`src/rtl/pd_stimulus_gen.sv`:
```
// ----------------------------------------------------------------------------
// pd_stimulus_gen
//
// Stimulus generator and scoreboard for the multiply/pattern-detect block.
// Each run drives a stream of operand pairs on A/B, starting from seed_a and
// seed_b. It also drives a comparison pattern that the detector should either
// match or miss. It then checks the returned product C and match flag ones_o
// against its own A*B model.
//
// Ports:
//   clk, rst_n          system clock, asynchronous active-low reset
//   start               begin a run (sampled only when idle)
//   num_vec             number of vectors in the run (0..255)
//   seed_a, seed_b      first operand values of the run
//   mode                0 = match, 1 = miss, 2 = alternate, 3 = same as 0
//   A, B, pd_pattern1   registered operands and pattern to the detector
//   C, ones_o           product and match flag returned by the detector
//   busy                high while vectors are driven or results are pending
//   done                one-cycle pulse at the end of a run
//   hit_cnt, err_cnt    saturating counts of matches and of bad result slots
// ----------------------------------------------------------------------------
module pd_stimulus_gen #(
    parameter int input_1_width = 10,
    parameter int input_2_width = 10,
    parameter int output_width  = 20,
    parameter int DET_LAT       = 1
) (
    input  logic                     clk,
    input  logic                     rst_n,
    input  logic                     start,
    input  logic [7:0]               num_vec,
    input  logic [input_1_width:0]   seed_a,
    input  logic [input_2_width:0]   seed_b,
    input  logic [1:0]               mode,
    output logic [input_1_width:0]   A,
    output logic [input_2_width:0]   B,
    output logic [output_width:0]    pd_pattern1,
    input  logic [output_width:0]    C,
    input  logic                     ones_o,
    output logic                     busy,
    output logic                     done,
    output logic [7:0]               hit_cnt,
    output logic [7:0]               err_cnt
);

    localparam logic [1:0] ST_IDLE  = 2'd0;
    localparam logic [1:0] ST_RUN   = 2'd1;
    localparam logic [1:0] ST_DRAIN = 2'd2;
    localparam logic [1:0] ST_DONE  = 2'd3;

    localparam int          PW         = input_1_width + input_2_width + 2;
    localparam logic [2:0]  DRAIN_LAST = 3'(DET_LAT - 1);

    logic [1:0]             state;
    logic [2:0]             drain_cnt;
    logic [7:0]             idx;
    logic [7:0]             num_vec_r;
    logic [1:0]             mode_r;
    logic                   exp_ones_r;

    logic                   start_acc;
    logic                   accept;
    logic                   advance;
    logic                   last_vec;
    logic [input_1_width:0] nxt_a;
    logic [input_2_width:0] nxt_b;
    logic [7:0]             nxt_idx;
    logic [1:0]             eff_mode;
    logic [output_width:0]  nxt_p;
    logic                   nxt_inv;

    logic                   dl_valid [DET_LAT];
    logic [output_width:0]  dl_c     [DET_LAT];
    logic                   dl_ones  [DET_LAT];

    logic                   chk_valid;
    logic                   chk_err;

    // Low output_width+1 bits of the full-width product; the top bit of the
    // full product is intentionally dropped.
    function automatic logic [output_width:0] prod(
        input logic [input_1_width:0] a,
        input logic [input_2_width:0] b
    );
        return (output_width + 1)'(PW'(a) * PW'(b));
    endfunction

    assign start_acc = (state == ST_IDLE) && start;
    assign accept    = start_acc && (num_vec != 8'd0);
    assign last_vec  = (idx == 8'(num_vec_r - 8'd1));
    assign advance   = (state == ST_RUN) && !last_vec;

    assign busy = (state == ST_RUN) || (state == ST_DRAIN);
    assign done = (state == ST_DONE);

    // Next vector: seeds on start, otherwise A+1 / B+3 with natural
    // wrap-around. The pattern is derived from the product of the next
    // operands. The mode is taken live on the start cycle and from the
    // latched copy afterwards.
    always_comb begin
        nxt_a    = A;
        nxt_b    = B;
        nxt_idx  = idx;
        if (accept) begin
            nxt_a   = seed_a;
            nxt_b   = seed_b;
            nxt_idx = 8'd0;
        end else if (advance) begin
            nxt_a   = A + (input_1_width + 1)'(1);
            nxt_b   = B + (input_2_width + 1)'(3);
            nxt_idx = idx + 8'd1;
        end
        eff_mode = accept ? mode : mode_r;
        nxt_p    = prod(nxt_a, nxt_b);
        case (eff_mode)
            2'd1:    nxt_inv = 1'b1;
            2'd2:    nxt_inv = nxt_idx[0];
            default: nxt_inv = 1'b0;
        endcase
    end

    // Run sequencing. RUN lasts one cycle per vector. DRAIN waits out the
    // detector latency so that the last result gets checked before done.
    always_ff @(posedge clk or negedge rst_n) begin
        if (!rst_n) begin
            state     <= ST_IDLE;
            drain_cnt <= 3'd0;
        end else begin
            case (state)
                ST_IDLE: begin
                    if (start) begin
                        state <= (num_vec != 8'd0) ? ST_RUN : ST_DONE;
                    end
                end
                ST_RUN: begin
                    if (last_vec) begin
                        state     <= ST_DRAIN;
                        drain_cnt <= 3'd0;
                    end
                end
                ST_DRAIN: begin
                    if (drain_cnt == DRAIN_LAST) begin
                        state <= ST_DONE;
                    end else begin
                        drain_cnt <= drain_cnt + 3'd1;
                    end
                end
                default: state <= ST_IDLE;
            endcase
        end
    end

    // Operand, pattern and vector-index registers. These hold their values
    // once a run ends.
    always_ff @(posedge clk or negedge rst_n) begin
        if (!rst_n) begin
            A           <= '0;
            B           <= '0;
            pd_pattern1 <= '0;
            exp_ones_r  <= 1'b0;
            idx         <= 8'd0;
            num_vec_r   <= 8'd0;
            mode_r      <= 2'd0;
        end else begin
            if (accept) begin
                num_vec_r <= num_vec;
                mode_r    <= mode;
            end
            if (accept || advance) begin
                A           <= nxt_a;
                B           <= nxt_b;
                idx         <= nxt_idx;
                pd_pattern1 <= nxt_inv ? ~nxt_p : nxt_p;
                exp_ones_r  <= ~nxt_inv;
            end
        end
    end

    // Expected-result delay line. A slot is pushed for every cycle in which
    // a valid vector is on A/B. The oldest slot lines up with the detector
    // output for that vector.
    always_ff @(posedge clk or negedge rst_n) begin
        if (!rst_n) begin
            for (int k = 0; k < DET_LAT; k++) begin
                dl_valid[k] <= 1'b0;
                dl_c[k]     <= '0;
                dl_ones[k]  <= 1'b0;
            end
        end else begin
            for (int k = DET_LAT - 1; k > 0; k--) begin
                dl_valid[k] <= dl_valid[k-1];
                dl_c[k]     <= dl_c[k-1];
                dl_ones[k]  <= dl_ones[k-1];
            end
            dl_valid[0] <= (state == ST_RUN);
            dl_c[0]     <= prod(A, B);
            dl_ones[0]  <= exp_ones_r;
        end
    end

    assign chk_valid = dl_valid[DET_LAT-1];
    assign chk_err   = (C != dl_c[DET_LAT-1]) || (ones_o != dl_ones[DET_LAT-1]);

    // Saturating scoreboard counters. They clear on any start accepted in
    // IDLE, including a zero-length run.
    always_ff @(posedge clk or negedge rst_n) begin
        if (!rst_n) begin
            hit_cnt <= 8'd0;
            err_cnt <= 8'd0;
        end else if (start_acc) begin
            hit_cnt <= 8'd0;
            err_cnt <= 8'd0;
        end else if (chk_valid) begin
            if (ones_o && (hit_cnt != 8'hFF)) begin
                hit_cnt <= hit_cnt + 8'd1;
            end
            if (chk_err && (err_cnt != 8'hFF)) begin
                err_cnt <= err_cnt + 8'd1;
            end
        end
    end

endmodule

```
`config.mk`:
```
export PLATFORM = sky130hd
export DESIGN_NAME = pd_stimulus_gen
export DESIGN_NICKNAME = d
export VERILOG_FILES = /design/src/rtl/pd_stimulus_gen.sv
export SDC_FILE = /design/constraint.sdc
export NUM_CORES = 1
export LEC_CHECK = 0
export BUFFER_PORTS_ARGS = -buffer_cell sky130_fd_sc_hd__buf_4
export CORE_MARGIN = 1
export CORE_UTILIZATION = 43
export CTS_BUF_LIST = sky130_fd_sc_hd__clkbuf_16
export CTS_CLUSTER_SIZE = 24
export DETAILED_ROUTE_END_ITERATION = 10
export PLACE_DENSITY = 0.6
export SLEW_MARGIN = 0
export SYNTH_ARGS = -nofsm -noshare
export SYNTH_HDL_FRONTEND = slang
export SYNTH_SLANG_ARGS = --single-unit
```
`constraint.sdc`:
```
create_clock -name clk -period 7.46 [get_ports clk]
set_input_delay 0.373 -clock clk [delete_from_list [all_inputs] [get_ports clk]]
set_output_delay 0.373 -clock clk [all_outputs]
set_load 0.01 [all_outputs]
```
# Word level (Yosys, flattened, before mapping)

Index checks and enable logic that the tools add are counted.

Flip-flop bits (word level): 106
Bits of input ports: 57
Output and inout port bits: 61
Logic and storage cells: 85

Add/subtract/negate cells: 7
Multipliers: 2
Equal/unequal tests: 14
Multiplexer cells: 23
Bitwise gates (word level): 2
Reductions and logical operators: 22

Operators with widths:

| operator                                            | number |
|---|---|
| 2-to-1 mux 8 bit                                    | 8 |
| 2-to-1 mux 11 bit                                   | 4 |
| multiplier 11 x 11 -> 21 bit                        | 2 |
| adder 8 x 1 -> 8 bit, second input constant         | 3 |
| 2-to-1 mux 21 bit                                   | 1 |
| inequality test 21 bit                              | 1 |
| NOT 21 bit                                          | 1 |
| inequality test 8 bit, second input constant        | 2 |
| adder 11 x 1 -> 11 bit, second input constant       | 1 |
| adder 11 x 2 -> 11 bit, second input constant       | 1 |
| 2-to-1 mux 2 bit                                    | 5 |
| nonzero test 2 bit                                  | 5 |
| equality test 8 bit                                 | 1 |
| nonzero test 8 bit                                  | 1 |
| subtractor 8 x 1 -> 8 bit, second input constant    | 1 |
| equality test 2 bit, second input constant          | 3 |
| 2-to-1 mux 3 bit                                    | 2 |
| inequality test 2 bit, second input constant        | 3 |
| case mux 2 bit (3 select lines)                     | 1 |
| case mux 3 bit (2 select lines)                     | 1 |
| AND reduction 2 bit                                 | 3 |
| AND reduction 3 bit                                 | 2 |
| logical AND 1 bit                                   | 5 |
| equality test 2 x 1 -> 1 bit, second input constant | 2 |
| other kinds (9)                                     | 11 |

# Logic depth before layout (Yosys ltp)

Depth after elaboration: 9
Gate-level depth with buffers: 31
Depth with buffers taken out: 30

# Least setup slack after synthesis

Ideal clock, no wire load.

Path kind: register -> register
From: reg num_vec_r[2]
To: reg pd_pattern1[20]
Library setup time: 0.129 ns
Arrival: 6.794 ns
Required time: 7.331 ns
Setup slack: 0.537 ns
Stages on the path, launching flop included: 29
Buffers on the path: 3
Period minus slack after synthesis: 6.923 ns
Cell sequence: dfrtp_1 buf_6 nor4_4 and3_1 o22ai_4 o41a_1 buf_4 nand4b_1 xor2_1 o21ai_0 buf_2 nand2_1 fa_1 inv_1 fa_1 fa_1 fa_1 inv_1 fa_1 inv_1 ha_1 a21o_1 a21o_1 a21boi_0 o21ai_0 a221oi_1 o21ai_0 a211oi_1 nor3_2

Cells in the longest elaborated chain, start to end: 9
Elaborated cells between the ends (all ways): 15
Classes of those cells: add/sub (1); mul (1); eq/ne (1); mux (8); bitwise (1); reduce/logical (3)

RTL lines:

| element                       | RTL line | source |
|---|---|---|
| start: declaration            | 57       | `logic [7:0] num_vec_r;` |
| start signal: assignment      | 166      | `num_vec_r <= num_vec;` |
| subtractor 8 x 1 -> 8 bit (*) | 90       | `assign last_vec = (idx == 8'(num_vec_r - 8'd1));` |
| equality test 8 bit (*)       | 90       |  |
| zero test 1 bit (*)           | 91       | `assign advance = (state == ST_RUN) && !last_vec;` |
| logical AND 1 bit (*)         | 91       |  |
| 2-to-1 mux 11 bit             | 108      | `end else if (advance) begin` |
| 2-to-1 mux 11 bit             | 104      | `if (accept) begin` |
| multiplier 11 x 11 -> 21 bit  | 85       | `return (output_width + 1)'(PW'(a) * PW'(b));` |
| NOT 21 bit                    | 173      | `pd_pattern1 <= nxt_inv ? ~nxt_p : nxt_p;` |
| 2-to-1 mux 21 bit             | 173      |  |
| end signal: assignment        | 173      |  |
| end: declaration              | 37       | `output logic [output_width:0] pd_pattern1,` |

Every way passes the cells marked *; elsewhere a longest branch is shown, timed or not. The select of a mux whose other input is x is not followed.
A chain may end at the register's enable or synchronous reset.

# Final worst setup path

From: reg num_vec_r[0]
To: reg pd_pattern1[20]

Same word-level chain as after synthesis.

==> metrics.md <==
| Metric | Value |
|---|---|
| Initial Utilization | `0.439` |
| Root cell of the clock tree | `sky130_fd_sc_hd__clkbuf_16` |
| Number of antenna violations at the first check in global routing | `0` |
| Overall via count from detail_route | `10,100` |
| Placed instance count | `about 2,000` |
| CP Launch Type | `flip-flop` |
| Final clock period utilization by the worst path | `0.949` |
| Maximum root-to-sink buffer count | `2` |
| Final-report max-slew violation count | `0` |
| Number of endpoints failing setup at the final stage | `0` |
| Final core area utilization | `0.508` |
| CTS Buf Count | `9` |
| Endpoint required time on the critical path | `7760 ps` |
| Status | `finished clean` |
| DIE AREA | `between 30,000 and 40,000 um2` |
| Cell area after placement | `approximately 15,000 um2` |
| Fraction of the yosys area taken by sequential cells | `0.203` |
| Clock Pin Slew Worst Setup and Hold Paths | `90 ps` |
| R2R Setup Slk | `roughly 380 ps` |
| CP Class | `flip-flop to flip-flop` |
| Type of the tightest min-delay check | `input pin to async pin` |
| Antenna diode count | `0` |
| Post-Synth Simple-Gate Area | `0.171` |
| Most used DFF post-synth | `sky130_fd_sc_hd__dfrtp_1` |
| Number of global-route vias before repair | `between 10,000 and 15,000` |
| Number of primary I/O pins | `118` |
| Antenna viol nets, final | `0` |
| Area grow syn2layout | `15.7%` |
| Fraction of synthesis flops using an asynchronous set or reset pin | `1.00` |
| Arrival @ worst endpoint | `7380 ps` |
| Proportion of synthesized area in mux cells | `0.0175` |
| Register bit count reported by yosys | `approximately 110` |
| Synthesis warning total | `0` |
| Fill cell instance count of the final layout | `2,816` |
| GP Congestion | `0.869` |
| Post-synthesis xor/xnor area fraction | `0.0812` |
| Worst slew pin tran | `around 770 ps` |
| Die Span X | `176 um` |
| Count of different cell masters after synthesis | `72` |
| Top cell type by total area after synthesis | `sky130_fd_sc_hd__fa_1` |
| Adder-cell area share of the yosys netlist | `0.365` |
| CTS HTree Levels | `3` |
| Post-detail-place hpwl | `between 20 and 30 mm` |
| Placement Rows | `63` |
| Count of placed standard cells in the final layout, fillers left out | `approximately 2,000` |
| Die Y | `176 um` |
| Crit-path max FO | `7` |
| Cell types with the largest area share after synthesis | `sky130_fd_sc_hd__fa_1, sky130_fd_sc_hd__dfrtp_1, sky130_fd_sc_hd__ha_1` |
| Final-layout setup total negative slack | `0 ps` |
| Area share of the leading cell type in the synthesized netlist | `0.242` |
| Number of violations reported at the end of detailed-routing iteration 0 | `450` |
| Max_slew headroom | `0.486` |
| Post-route cell area | `15,100 um2` |
| Post-synth design cell area | `13,100 um2` |
| Post-Synthesis Net Count | `1,786` |
| Wire length per cell after detailed routing | `16.4 um` |
| Fraction of final layout cells with drive strength greater than 1 | `0.161` |
| TritonCTS clock tree | `yes` |
| Overall global routing resource usage | `0.222` |
| Floorplan Core Area | `29,700 um2` |
| Max-Cap Viols | `0` |
| Number of sinks handled by clock tree synthesis | `106` |
| Multi-input logic area | `9320 um2` |
| Worst-case clock skew | `about 15 ps` |
| EDFF count, synth | `0` |
| Number of optimization iterations in the first detailed-route pass | `5` |
| Final global-route overflow total | `0` |
| Maximum number of pins on one net before global-route repair | `57` |
| Wire length of the first global-routing pass | `53.4 mm` |
| Post-layout minimum cycle time | `7080 ps` |
| Max Freq | `141 MHz` |
| Per-cell via count in the routed design | `5.06` |
| Final Hold Viols | `0` |
| FF+latch area | `roughly 2700 um2` |
| Count of input and output buffers | `117` |
| Per-instance average area after synthesis | `9.05 um2` |
| Worst-skew pair later-pin latency | `370 ps` |
| Cell count after synthesis | `between 1,000 and 1,500` |
| Main combinational cell family by area after synthesis | `adder cells` |
| Worst Setup End Kind | `flip-flop` |
| Detailed-route DRC error count | `0` |
| Area fraction in compound gates after synthesis | `0.0741` |
| Post-layout nets | `1,935` |
| Total wire length after detailed routing | `32.5 mm` |
-- worst paths after layout --
kind	from	end	cells after the start
worst max register to register	num_vec_r[0]	pd_pattern1[20]	27
worst min register to register	exp_ones_r	dl_ones	0
max in group asynchronous	rst_n	num_vec_r[0]	2
worst min-delay path	rst_n	dl_c[20]	1
min in group clk	num_vec[5]	num_vec_r[5]	3
worst max-delay path	num_vec_r[0]	pd_pattern1[20]	27
-- registers in the layout (all words and copies together) (netlist names) --
name / count
num_vec_r: 8
drain_cnt: 3
idx: 8
exp_ones_r: 1
pd_pattern1: 21
dl_ones: 1
mode_r: 2
err_cnt: 8
chk_valid: 1
dl_c: 21
state: 2
A: 11
hit_cnt: 8
B: 11
-- through the flow --
stage | hold WS (ps) | setup slack (ps)
2_1_floorplan | 77.4 | 537
3_3_place_gp | 405 | 166
3_5_place_dp | 408 | 39.7
4_1_cts | 59.2 | 22.6
5_1_grt | 73.9 | -31.2
6_report | 28.0 | 382
-- cell usage in the layout, fill, tap and decap left out, types with 12 or more instances in the layout --
master and count:
sky130_fd_sc_hd__a21oi_1 37, sky130_fd_sc_hd__and2_1 60, sky130_fd_sc_hd__and3_1 12, sky130_fd_sc_hd__buf_4 184
sky130_fd_sc_hd__dfrtp_1 103, sky130_fd_sc_hd__fa_1 158, sky130_fd_sc_hd__ha_1 126, sky130_fd_sc_hd__inv_1 231
sky130_fd_sc_hd__nand2_1 193, sky130_fd_sc_hd__nand4_1 20, sky130_fd_sc_hd__nor2_1 132, sky130_fd_sc_hd__o21ai_0 28
sky130_fd_sc_hd__xnor2_1 81, sky130_fd_sc_hd__xor2_1 39
-- cell families (layout without fill, tap and decap cells) --
kind of cell    Yosys count  after routing
mux                      17             17
fa+ha+maj               286            286
flops                   106            106
buf+inv                 291            445
xor+xnor                121            121
compound gates          141            141
simple gates            481            481
-- synthesized netlist by cell type (5+ instances only) --
| library cell | number |
|---|---|
| sky130_fd_sc_hd__o21ai_0 | 32 |
| sky130_fd_sc_hd__and2_1 | 60 |
| sky130_fd_sc_hd__ha_1 | 128 |
| sky130_fd_sc_hd__nand2b_1 | 5 |
| sky130_fd_sc_hd__nor2b_1 | 5 |
| sky130_fd_sc_hd__fa_1 | 158 |
| sky130_fd_sc_hd__mux2i_1 | 10 |
| sky130_fd_sc_hd__nand4_1 | 20 |
| sky130_fd_sc_hd__o211ai_1 | 6 |
| sky130_fd_sc_hd__clkbuf_1 | 34 |
| sky130_fd_sc_hd__dfrtp_1 | 106 |
| sky130_fd_sc_hd__inv_2 | 5 |
| sky130_fd_sc_hd__nor3_1 | 12 |
| sky130_fd_sc_hd__and3_1 | 12 |
| sky130_fd_sc_hd__o21bai_1 | 5 |
| sky130_fd_sc_hd__nor2_1 | 132 |
| sky130_fd_sc_hd__nand3_1 | 10 |
| sky130_fd_sc_hd__a21o_1 | 8 |
| sky130_fd_sc_hd__buf_2 | 5 |
| sky130_fd_sc_hd__a21oi_1 | 37 |
| sky130_fd_sc_hd__xnor2_1 | 81 |
| sky130_fd_sc_hd__xor2_1 | 40 |
| sky130_fd_sc_hd__inv_1 | 236 |
| sky130_fd_sc_hd__or3_1 | 8 |
| sky130_fd_sc_hd__nand2_1 | 193 |
-- worst max-delay path: stages (launching register included) --
cell and delay [ps]:
sky130_fd_sc_hd__dfrtp_2 400, sky130_fd_sc_hd__inv_1 60, sky130_fd_sc_hd__ha_1 300, sky130_fd_sc_hd__xor2_1 170, sky130_fd_sc_hd__o2111ai_2 200, sky130_fd_sc_hd__o41a_1 520, sky130_fd_sc_hd__buf_6 180, sky130_fd_sc_hd__nand4_1 100
sky130_fd_sc_hd__xnor2_1 80, sky130_fd_sc_hd__mux2i_2 270, sky130_fd_sc_hd__buf_4 190, sky130_fd_sc_hd__nor2_1 50, sky130_fd_sc_hd__fa_1 560, sky130_fd_sc_hd__fa_1 450, sky130_fd_sc_hd__fa_1 520, sky130_fd_sc_hd__fa_1 560
sky130_fd_sc_hd__inv_1 60, sky130_fd_sc_hd__fa_1 530, sky130_fd_sc_hd__inv_1 40, sky130_fd_sc_hd__ha_2 310, sky130_fd_sc_hd__a21o_1 180, sky130_fd_sc_hd__a21o_1 170, sky130_fd_sc_hd__a21boi_0 160, sky130_fd_sc_hd__o21ai_1 140
sky130_fd_sc_hd__a221oi_2 280, sky130_fd_sc_hd__o21ai_1 120, sky130_fd_sc_hd__and4_1 230, sky130_fd_sc_hd__nor3_2 140
-- repair_timing --
action	4_1_cts	5_1_grt
hold buffers	0	0
resized for setup	0	22
pin swaps	1	12
endpoints found under the setup margin	1	7
buffers inserted	2	11
cloned	0	0
hold endpoints to repair	0	0
-- cell type report --
type,count,area share
multi-input combinational,1046,0.617
sequential,106,0.176
timing repair buffer,186,0.0935
inverter,243,0.0610
tap,390,0.0323
clock buffer,9,0.0149
clock inverter,7,0.00563
-- metal layers --
metal / global-route usage / vias up / share of wire / wire, um
met5: 0 / - / 0 / 0
met4: 0.0638 / 0 / 0.023 / 757
met3: 0.0375 / 39 / 0.048 / 1550
met2: 0.376 / 228 / 0.48 / 15700
met1: 0.290 / 4968 / 0.45 / 14500
li1: - / 4829 / - / -
Power is left out: the tool's default activity adds up to more than one toggle a clock period on the data nets, which glitch-free logic cannot reach.
